--- src/rtl/payload_feeder_pkg.sv ---
// rtl/payload_feeder_pkg.sv - FSM states, class table and class_match shared by the payload feeder.
package payload_feeder_pkg;

  localparam int NUM_CLASSES_DEF = 128;

  typedef enum logic [2:0] {
    ST_IDLE,
    ST_SOD,
    ST_STREAM,
    ST_DRAIN,
    ST_REPORT
  } feeder_state_t;

  typedef enum logic [1:0] {
    CLS_NONE,
    CLS_EQ,
    CLS_RANGE,
    CLS_PAIR
  } cls_kind_t;

  typedef struct packed {
    cls_kind_t  kind;
    logic [7:0] lo;
    logic [7:0] hi;
    logic       negate;
  } cls_entry_t;

  function automatic cls_entry_t mk_entry(input cls_kind_t kind, input logic [7:0] lo,
                                          input logic [7:0] hi, input logic negate);
    cls_entry_t e;
    e.kind   = kind;
    e.lo     = lo;
    e.hi     = hi;
    e.negate = negate;
    return e;
  endfunction

  // 0..95 printable singles, 96..107 engine-oriented classes, 108..127 control singles.
  function automatic cls_entry_t class_entry(input int unsigned idx);
    cls_entry_t e;
    if (idx < 96) begin
      e = mk_entry(CLS_EQ, 8'(idx + 32), 8'h00, 1'b0);
    end else if (idx >= 108 && idx < 128) begin
      e = mk_entry(CLS_EQ, 8'(idx - 108), 8'h00, 1'b0);
    end else begin
      case (idx)
        96:      e = mk_entry(CLS_RANGE, 8'h30, 8'h39, 1'b0);
        97:      e = mk_entry(CLS_RANGE, 8'h61, 8'h7A, 1'b0);
        98:      e = mk_entry(CLS_RANGE, 8'h41, 8'h5A, 1'b0);
        99:      e = mk_entry(CLS_PAIR,  8'h09, 8'h20, 1'b0);
        100:     e = mk_entry(CLS_PAIR,  8'h0A, 8'h0D, 1'b1);
        101:     e = mk_entry(CLS_EQ,    8'h3C, 8'h00, 1'b0);
        102:     e = mk_entry(CLS_EQ,    8'h2F, 8'h00, 1'b0);
        103:     e = mk_entry(CLS_EQ,    8'h3E, 8'h00, 1'b0);
        104:     e = mk_entry(CLS_EQ,    8'h63, 8'h00, 1'b0);
        105:     e = mk_entry(CLS_EQ,    8'h68, 8'h00, 1'b0);
        106:     e = mk_entry(CLS_EQ,    8'h61, 8'h00, 1'b0);
        107:     e = mk_entry(CLS_EQ,    8'h74, 8'h00, 1'b0);
        default: e = mk_entry(CLS_NONE,  8'h00, 8'h00, 1'b0);
      endcase
    end
    return e;
  endfunction

  function automatic logic class_match(input int unsigned idx, input logic [7:0] b);
    cls_entry_t e;
    logic       hit;
    e = class_entry(idx);
    case (e.kind)
      CLS_EQ:    hit = (b == e.lo);
      CLS_RANGE: hit = (b >= e.lo) && (b <= e.hi);
      CLS_PAIR:  hit = (b == e.lo) || (b == e.hi);
      default:   hit = 1'b0;
    endcase
    return hit ^ e.negate;
  endfunction

endpackage

--- src/rtl/payload_char_decoder.sv ---
// rtl/payload_char_decoder.sv - byte to registered class lines plus en.
// PAYLOAD_FEEDER_NOCASE_EN folds A-Z onto a-z before decode.
module payload_char_decoder
  import payload_feeder_pkg::*;
#(
  parameter int NUM_CLASSES = NUM_CLASSES_DEF
) (
  input  logic                   clk,
  input  logic                   rst_n,
  input  logic                   accept,
  input  logic [7:0]             data,
  output logic                   en,
  output logic [NUM_CLASSES-1:0] char_cls
);

  logic [7:0]             folded;
  logic [NUM_CLASSES-1:0] cls_next;

`ifdef PAYLOAD_FEEDER_NOCASE_EN
  always_comb begin
    folded = data;
    if (data >= 8'h41 && data <= 8'h5A) folded = data | 8'h20;
  end
`else
  assign folded = data;
`endif

  for (genvar i = 0; i < NUM_CLASSES; i++) begin : g_cls
    assign cls_next[i] = class_match(i, folded);
  end

  // char_cls only moves on an accepted byte so engines see stable lines across gaps.
  always_ff @(posedge clk or negedge rst_n) begin
    if (!rst_n) begin
      en       <= 1'b0;
      char_cls <= '0;
    end else begin
      en <= accept;
      if (accept) char_cls <= cls_next;
    end
  end

endmodule

--- src/rtl/payload_char_feeder.sv ---
// rtl/payload_char_feeder.sv - frames payload packets for the engine array and returns one match vector per packet.
// PAYLOAD_FEEDER_NOCASE_EN (in payload_char_decoder) enables case-insensitive class decode.
module payload_char_feeder
  import payload_feeder_pkg::*;
#(
  parameter int NUM_CLASSES  = NUM_CLASSES_DEF,
  parameter int NUM_ENGINES  = 64,
  parameter int DRAIN_CYCLES = 3
) (
  input  logic                   clk,
  input  logic                   resetn,
  input  logic [7:0]             s_tdata,
  input  logic                   s_tvalid,
  input  logic                   s_tlast,
  output logic                   s_tready,
  output logic                   sod,
  output logic                   en,
  output logic [NUM_CLASSES-1:0] char_cls,
  input  logic [NUM_ENGINES-1:0] eng_out,
  output logic                   res_valid,
  input  logic                   res_ready,
  output logic [NUM_ENGINES-1:0] res_match,
  output logic [15:0]            res_len
);

  // DRAIN starts on the cycle the last en is high, so the count runs down to zero inclusive.
  localparam logic [3:0] DRAIN_LOAD = 4'(DRAIN_CYCLES - 1);

  feeder_state_t state, state_next;
  logic [3:0]    drain_cnt;
  logic          accept;
  logic          drain_done;

  assign accept     = s_tvalid && s_tready;
  assign drain_done = (state == ST_DRAIN) && (drain_cnt == 4'd0);

  always_ff @(posedge clk or negedge resetn) begin
    if (!resetn) state <= ST_IDLE;
    else         state <= state_next;
  end

  always_comb begin
    state_next = state;
    s_tready   = 1'b0;
    sod        = 1'b0;
    res_valid  = 1'b0;
    case (state)
      ST_IDLE: begin
        if (s_tvalid) state_next = ST_SOD;
      end
      ST_SOD: begin
        sod        = 1'b1;
        state_next = ST_STREAM;
      end
      ST_STREAM: begin
        s_tready = 1'b1;
        if (s_tvalid && s_tlast) state_next = ST_DRAIN;
      end
      ST_DRAIN: begin
        if (drain_cnt == 4'd0) state_next = ST_REPORT;
      end
      ST_REPORT: begin
        res_valid = 1'b1;
        if (res_ready) state_next = ST_IDLE;
      end
      default: state_next = ST_IDLE;
    endcase
  end

  always_ff @(posedge clk or negedge resetn) begin
    if (!resetn) begin
      drain_cnt <= 4'd0;
      res_len   <= 16'd0;
      res_match <= '0;
    end else begin
      if (state == ST_SOD) begin
        res_len <= 16'd0;
      end else if (accept && res_len != 16'hFFFF) begin
        res_len <= res_len + 16'd1;
      end

      if (accept && s_tlast) begin
        drain_cnt <= DRAIN_LOAD;
      end else if (state == ST_DRAIN && drain_cnt != 4'd0) begin
        drain_cnt <= drain_cnt - 4'd1;
      end

      if (drain_done) res_match <= eng_out;
    end
  end

  payload_char_decoder #(
    .NUM_CLASSES (NUM_CLASSES)
  ) u_decoder (
    .clk      (clk),
    .rst_n    (resetn),
    .accept   (accept),
    .data     (s_tdata),
    .en       (en),
    .char_cls (char_cls)
  );

endmodule

--- config.mk ---
export PLATFORM = sky130hd
export DESIGN_NAME = payload_char_feeder
export DESIGN_NICKNAME = d
export VERILOG_FILES = /design/src/rtl/payload_feeder_pkg.sv /design/src/rtl/payload_char_decoder.sv /design/src/rtl/payload_char_feeder.sv
export SDC_FILE = /design/constraint.sdc
export NUM_CORES = 1
export LEC_CHECK = 0
export CAP_MARGIN = 20
export CORE_MARGIN = 2
export CORE_UTILIZATION = 45
export DETAILED_ROUTE_END_ITERATION = 12
export PLACE_DENSITY = 0.8
export SETUP_SLACK_MARGIN = 0.05
export SYNTH_ARGS = -nofsm -noshare
export SYNTH_HDL_FRONTEND = slang
export SYNTH_SLANG_ARGS = --single-unit
--- constraint.sdc ---
create_clock -name clk -period 4.1 [get_ports clk]
set_input_delay 0.41 -clock clk [delete_from_list [all_inputs] [get_ports clk]]
set_output_delay 0.41 -clock clk [all_outputs]
set_load 0.02 [all_outputs]
Word-level counts from Yosys, hierarchy flattened
Cells that the tools add are included.

storage, ports and cells
  flip-flop bits (word level) = 216
  input port bits = 77
  output and inout port bits = 212
  word-level logic and storage cells = 169

cells by class
  add/sub/neg operators = 2
  order comparisons = 6
  equality and inequality tests = 124
  mux-type cells = 12
  bitwise gates (word level) = 1
  reductions and logical operators = 18

operators with widths
  cell                     count
  $eq A8 B7 Y1 const B     64
  $eq A8 B6 Y1 const B     32
  $eq A8 B4 Y1 const B     8
  $eq A8 B3 Y1 const B     4
  $eq A8 B5 Y1 const B     4
  $mux W16                 2
  $add A16 B1 Y16 const B  1
  $eq A8 B2 Y1 const B     2
  $ge A8 B7 Y1 const B     2
  $le A8 B7 Y1 const B     2
  $ne A16 B16 Y1 const B   1
  $pmux W3 S5              1
  $mux W3                  4
  $logic_and A1 B1 Y1      9
  $eq A8 B1 Y1 const B     1
  $ge A8 B6 Y1 const B     1
  $le A8 B6 Y1 const B     1
  $logic_not A8 Y1         1
  $mux W4                  2
  $eq A3 B2 Y1 const B     2
  $ne A2 B2 Y1 const B     3
  $logic_not A4 Y1         1
  $reduce_and A4 Y1        1
  $reduce_bool A2 Y1       2
  other kinds (9)          12

Depth between registers and ports, before layout
Gate-level depths: netlist (run 1).

  word-level depth = 6
  mapped depth = 7
  mapped depth without buffers = 6

Modules after synthesis
Synthesis (run 1) repeated with hierarchy kept, for this count alone.

unflattened totals
  cells, all modules = 802
  area, all modules = 8,824.7 um2

modules (own cells, without submodules)
  module                instances  cells an instance  area an instance (um2)  sequential area each (um2)
  payload_char_decoder  1          528                5,156.2                 3,052.9
  payload_char_feeder   1          274                3,668.5                 2,177.1

Least setup slack after synthesis (run 1)
No wires, ideal clock.

  path kind = flip-flop to flip-flop
  from = register res_len[0]
  to = register res_len[13]
  library setup time = 0.124 ns
  arrival = 1.982 ns
  data required time = 3.976 ns
  path slack = 1.994 ns
  cell stages (with the launch flop) = 7
  buffers on the path = 1
  period minus slack after synthesis = 2.106 ns
  cells stage by stage = dfrtp_1 -> ha_1 -> nand4_2 -> or4_1 -> buf_6 -> and4_4 -> a211o_1

on the way
  longest elaborated chain between the ends = 3
  elaborated cells on any way between the ends = 6
  classes of those cells = add/sub (1); eq/ne (1); mux (2); reduce/logical (2)

RTL lines
  what                                                      RTL line                                              text
  start: declaration                                        payload_char_feeder.sv:23                             output logic [15:0] res_len
  start signal: assignment                                  payload_char_feeder.sv:79                             res_len <= res_len + 16'd1;
  $add A16 B1 Y16 / $ne A16 B16 Y1 (equally long branches)  payload_char_feeder.sv:79, payload_char_feeder.sv:78
  $mux W16 / $logic_and A1 B1 Y1 (equally long branches)    payload_char_feeder.sv:78                             end else if (accept && res_len != 16'hFFFF) begin
  $mux W16 / $reduce_bool A2 Y1 (equally long branches)     --

Several ways; a longest one is shown, not always the timed one. The select of a mux whose other input is x is not followed.
A chain may end at the register's enable or synchronous reset.

Worst setup path in the final report (run 1)
  from = register state[1]
  to = output sod

on the way
  longest elaborated chain between the ends = 2

RTL lines
  what                      RTL line                   text
  start: declaration        payload_char_feeder.sv:29  feeder_state_t state, state_next;
  start signal: assignment  payload_char_feeder.sv:39  else state <= state_next;
  $eq A3 B1 Y1              payload_char_feeder.sv:47  case (state)
  $mux W1                   payload_char_feeder.sv:47
  end: declaration          payload_char_feeder.sv:16  output logic sod,

No other way between the ends.

==> out/qor.yml, run 1 <==
wirelength_um: 24000
slew_viol_final: 0
num-nets-final: 1063
first_global_vias: 6730
row_count: 49
place.gp.congestion: 0.839
cts_resized: 0
synth_warnings: 0
worst_path_max_delay_cell: "clkdlybuf4s50_1"
ys_top_cells_by_count: "dfrtp_1, nand2_1, o21ai_0, mux2_2, a22o_1"
grt_overflow: 0
fmax_ghz: 0.352
power_w: 0.00697
die_y_um: 140
place_inst: 1189
cp_max_fo: 7
antenna_found_initial: 0
grt_pass1_wl_um: 37300
clk_latency_ns: 0.50
drive_gt1_frac: 0.121
die_w_um: 140
clkTransAtPathRegs_ns: 0.06
drc_errors: 0
synth_most_common_cell: "dfrtp_1"
max_stage_delay_ns: 0.67
slew_headroom: 0.312
clock-sinks: 209
post-cts-setup-buffers: 0
grt_start_max_net_pins: 116
cp_top_family: "buffers and inverters"
synthFlopType: "dfrtp_1"
fin_crit_sh: 0.692
dieArea_um2: 19700
initial_core_util: 0.462
grt_util_all_layers: 0.237
critical_path_class: "reg2out"
ys_seq_elements: 209
cts_root_buf: "clkbuf_16"
ant_nets: 0
io_pins: 289
leakage_nw: 5.20
cts_made_buffers: 22
hold_violations: 0
cap_violations: 0
cp_cell_sequence: "or3b_2 > inv_1 > clkdlybuf4s50_1"
synth_cell_types: 51
critical_path_buf_inv_count: 2
layoutNonFillerInstCount: 1228
synth_top_cell_by_area: "dfrtp_1"
cts_tree: "done"
htreeDepth: 1
drtIter0Drc: 449
min_path_type: "in2async"
cp-end-kind: "output port"
vdd_drop_max_v: 0.000267
dpl.hpwl_um: 16500
place_ws_ns: 1.21
wire_per_inst_um: 19.5
synth_edf_count: 0
worstSetupStartpointType: "flop"
fin_worst_skew_ns: 0.0147
status: "finished clean"
port-buffer-count: 288
setup-tns-final_ns: 0
core_area_um2: 18100
timing.final.ws_setup_ns: 1.26
syn_area_um2: 8380
async_reset_ff_frac: 1.00
ys_seq_area_frac: 0.624
cts_hold_buf: 0
n_antenna_cell: 0
synthTopCellsByArea: "dfrtp_1, mux2_2, nand2_1, o21ai_0, a22o_1"
rsz0062_at_grt: "false"
powerDensity_nw_per_um2: 572
dr_total_vias: 6764
postSynthAreaPerCell_um2: 11.8
fillers: 1370
final-setup-viol-count: 0
fin_crit_ns: 2.84
syn_nets: 790
yosysTopAreaCellShare: 0.624
synthCells: 711
cp.arrival_ns: 2.43
drtPass1Iterations: 5
area_growth_pct: 45.4
required_ns: 3.69
clk_path_buf_depth: 3
tightestPinTransition_ns: 1.02
avgViaCountPerCell: 5.51
==> logic make-up (layout without fill, tap and decap cells) <==
family,count (synthesis),count (layout),synth area share
adder cells (fa/ha/maj),2,2,0.00298
AO/OA/AOI/OAI,164,164,0.130
multiplexers,65,65,0.0873
flip-flops,209,209,0.624
buffers and inverters,55,343,0.0301
AND/OR/NAND/NOR,213,213,0.122
XOR/XNOR,3,3,0.00313
==> layout by cell type (no fill, tap or decap), drive strengths merged, types with 9 or more instances in the layout <==
cell type and instances:
clkdlybuf4s50 287, dfrtp 209, nand2 117, o21ai 80
mux2 65, a22o 42, clkbuf 33, nand3 19
nor2 16, a21oi 9
==> stage by stage <==
step,hold slack (ns),util,cell area (um2)
after floorplan,0.114,-,8380
after global placement,0.460,0.630,11400
after detailed placement,0.470,0.630,11400
after CTS,0.0905,0.672,12200
after global routing,0.125,0.672,12200
final,0.0500,0.672,12200
==> power by group <==
| part | internal (W) | switching (W) |
|---|---|---|
| combinational | 0.00108 | 0.00114 |
| sequential | 0.00246 | 0.000223 |
| clock | 0.00124 | 0.000825 |
| total | 0.00478 | 0.00219 |
==> layer usage <==
| layer | GRT usage | up-vias | wire length (um) |
|---|---|---|---|
| met5 | 0 | - | 0 |
| met4 | 0.0711 | 0 | 535 |
| met3 | 0.0674 | 42 | 2120 |
| met2 | 0.386 | 299 | 11400 |
| met1 | 0.312 | 3333 | 9980 |
| li1 | - | 3090 | - |
==> path summary, 6_finish.rpt <==
kind / slack [ns] / to / cells after the start / from
setup / recovery: 1.26 / sod / 3 / state[1]$_DFFE_PN0P_
hold / removal: 0.05 / res_match[56]$_DFFE_PN0P_ / 1 / resetn
setup reg to reg: 1.41 / res_len[11]$_DFFE_PN0P_ / 6 / res_len[0]$_DFFE_PN0P_
hold reg to reg: 0.48 / u_decoder.char_cls[100]$_DFFE_PN0P_ / 2 / u_decoder.char_cls[100]$_DFFE_PN0P_
max in group asynchronous: 3.07 / u_decoder.char_cls[64]$_DFFE_PN0P_ / 2 / resetn
min in group clk: 0.48 / u_decoder.char_cls[100]$_DFFE_PN0P_ / 2 / u_decoder.char_cls[100]$_DFFE_PN0P_
==> final cells by class <==
class | count | area [um2] | share of cell area
Multi-Input combinational cell | 447 | 2920 | 0.240
Inverter | 8 | 30.0 | 0.00246
Clock inverter | 7 | 101 | 0.00831
Clock buffer | 32 | 658 | 0.0540
Sequential cell | 209 | 5230 | 0.429
Timing Repair Buffer | 296 | 2960 | 0.243
Tap cell | 229 | 287 | 0.0235
==> sequential cells by signal, summed over array words and instances, names as in the netlist <==
signal              cells
res_match              64
state                   3
u_decoder.en            1
drain_cnt               4
res_len                16
u_decoder.char_cls    121
Power figures use the tool's default switching activity.
==> run 2: changes to the inputs <==
Clock period 4.1 ns to 2.9 ns, I/O delays scaled along.
==> out/qor.yml, run 2 (synthesis results as in run 1) <==
whs_ns: 0.377  # was 0.0500 ns
leakage_nw: 5.21  # was 5.20 nW
antenna_found_initial: 0  # unchanged
row_count: 49  # unchanged
slew_headroom: 0.444  # was 0.312
cts_made_buffers: 22  # unchanged
htreeDepth: 1  # unchanged
status: "finished clean"  # unchanged
drtPass1Iterations: 5  # unchanged
die_w_um: 140  # unchanged
required_ns: 2.61  # was 3.69 ns
io_pins: 289  # unchanged
layout_commonest_cell: "clkdlybuf4s50_1"  # unchanged
hold_end: "state[2]$_DFFE_PN0P_"
min-delay-start: "res_ready"
slew_viol_final: 0  # unchanged
holdPathStages: 3
rsz0062_at_grt: "false"  # unchanged
fillers: 1388  # was 1370
min_path_type: "in2reg"  # was in2async
fmax_ghz: 0.371
clock-sinks: 209  # unchanged
timing.rr.start: "res_len[1]$_DFFE_PN0P_"  # was res_len[0]$_DFFE_PN0P_
die_y_um: 140  # unchanged
cts_tree: "done"  # unchanged
grt_start_max_net_pins: 126  # was 116
core_area_um2: 18100  # unchanged
regToRegSetupSlack_ns: 0.64  # was 1.41 ns
powerDensity_nw_per_um2: 797  # was 572 nW/um2
n_antenna_cell: 0  # unchanged
largest_register: "u_decoder.char_cls"  # unchanged
post-cts-setup-buffers: 0  # unchanged
first_global_vias: 6756  # was 6730
dpl.hpwl_um: 16900  # was 16500 um
vdd_drop_max_v: 0.000568  # was 0.000267 V
grt_util_all_layers: 0.240  # was 0.237
worstSetupStartpointType: "flop"  # unchanged
worstReg2RegEnd: "res_len[13]$_DFFE_PN0P_"  # was res_len[11]$_DFFE_PN0P_
reg2reg_depth: 5  # was 6
drc_errors: 0  # unchanged
wirelength_um: 24200  # was 24000 um
initial_core_util: 0.462  # unchanged
fin_crit_sh: 0.930
clkTransAtPathRegs_ns: 0.06  # about the same
place.gp.congestion: 0.861  # was 0.839
area_growth_pct: 45.5  # was 45.4%
hold_violations: 0  # unchanged
tightestPinTransition_ns: 0.822  # was 1.02 ns
ant_nets: 0  # unchanged
setup-tns-final_ns: 0  # unchanged
fin_crit_ns: 2.70
dieArea_um2: 19700  # unchanged
dr_total_vias: 6732  # was 6764
drive_gt1_frac: 0.118  # was 0.121
clk_latency_ns: 0.49  # was 0.50 ns
final-setup-viol-count: 0  # unchanged
cp-end-kind: "output port"  # unchanged
cp.arrival_ns: 2.41  # was 2.43 ns
grt_pass1_wl_um: 37800  # was 37300 um
fin_worst_skew_ns: 0.0114  # was 0.0147 ns
clk_path_buf_depth: 3  # unchanged
critical_path_class: "reg2out"  # unchanged
grt_overflow: 0  # unchanged
final_cell_mix: "clkdlybuf4s50_1, dfrtp_1, nand2_1, o21ai_0, mux2_2"  # unchanged
cap_violations: 0  # unchanged
drtIter0Drc: 501  # was 449
cts_root_buf: "clkbuf_16"  # unchanged
avgViaCountPerCell: 5.47  # was 5.51
wire_per_inst_um: 19.6  # was 19.5 um
reg.largest.list: "u_decoder.char_cls x121, res_match x64, res_len x16"  # unchanged
num-nets-final: 1066  # was 1063
cp_max_fo: 7  # unchanged
largest_reg_flops: 121  # unchanged
port-buffer-count: 288  # unchanged
-- run 2: cell types whose count changed in the layout (fill, tap and decap cells not counted), sizes merged --
cell,previous run,this run
clkinvlp,2,0
buf,8,10
bufinv,2,1
clkbuf,33,36
dlygate4sd3,0,1
-- run 2: critical path, cell delays in order (launching register included) --
cell and delay, ns:
dfrtp_1 0.46, or3b_2 0.55, inv_1 0.24, clkdlybuf4s50_1 0.67
-- run 2: timing repair --
item,CTS,global route
resized for setup,0,0
hold buffers,1,0
endpoints found under the hold margin,87,0
-- run 2: layout make-up --
| cell class | count | area [um2] | share of cell area |
|---|---|---|---|
| tap | 229 | 287 | 0.0235 |
| multi-input combinational | 447 | 2920 | 0.240 |
| timing repair buffer | 299 | 3020 | 0.248 |
| clock buffer | 35 | 661 | 0.0542 |
| inverter | 8 | 30.0 | 0.00246 |
| clock inverter | 4 | 45.0 | 0.00369 |
| sequential | 209 | 5230 | 0.429 |
-- run 2: routing by layer --
metal | wire, um | GRT usage
met3 | 1870 | 0.0540
met1 | 9880 | 0.320
met4 | 582 | 0.0668
met2 | 11800 | 0.400
met5 | 0 | 0
-- run 2: worst max path at each step --
| stage | from | end | slack, ns |
|---|---|---|---|
| floorplan | res_len[0]$_DFFE_PN0P_ | res_len[13]$_DFFE_PN0P_ | 0.79 |
| global placement | s_tvalid | u_decoder.char_cls[8]$_DFFE_PN0P_ | 0.54 |
| finish | state[1]$_DFFE_PN0P_ | sod | 0.20 |
| CTS | state[1]$_DFFE_PN0P_ | sod | 0.17 |
| detailed placement | s_tvalid | u_decoder.char_cls[24]$_DFFE_PN0P_ | 0.47 |
| global route | state[1]$_DFFE_PN0P_ | sod | 0.12 |
-- run 2: stage by stage --
stage,util,worst slack (ns),instances,instance area [um2],power (W)
floorplan,-,0.794,711,8380,0.00546
global placement,0.633,0.543,1191,11500,0.00695
detailed placement,0.633,0.472,1191,11500,0.00704
CTS,0.672,0.169,1231,12200,0.00980
global route,0.672,0.122,1231,12200,0.0102
finish,0.672,0.202,1231,12200,0.00972
-- run 2: power breakdown --
| part | switching (W) | leakage, nW | internal, W |
|---|---|---|---|
| combinational | 0.00162 | 2.05 | 0.00155 |
| clock | 0.00110 | 0.348 | 0.00165 |
| sequential | 0.000331 | 2.81 | 0.00347 |
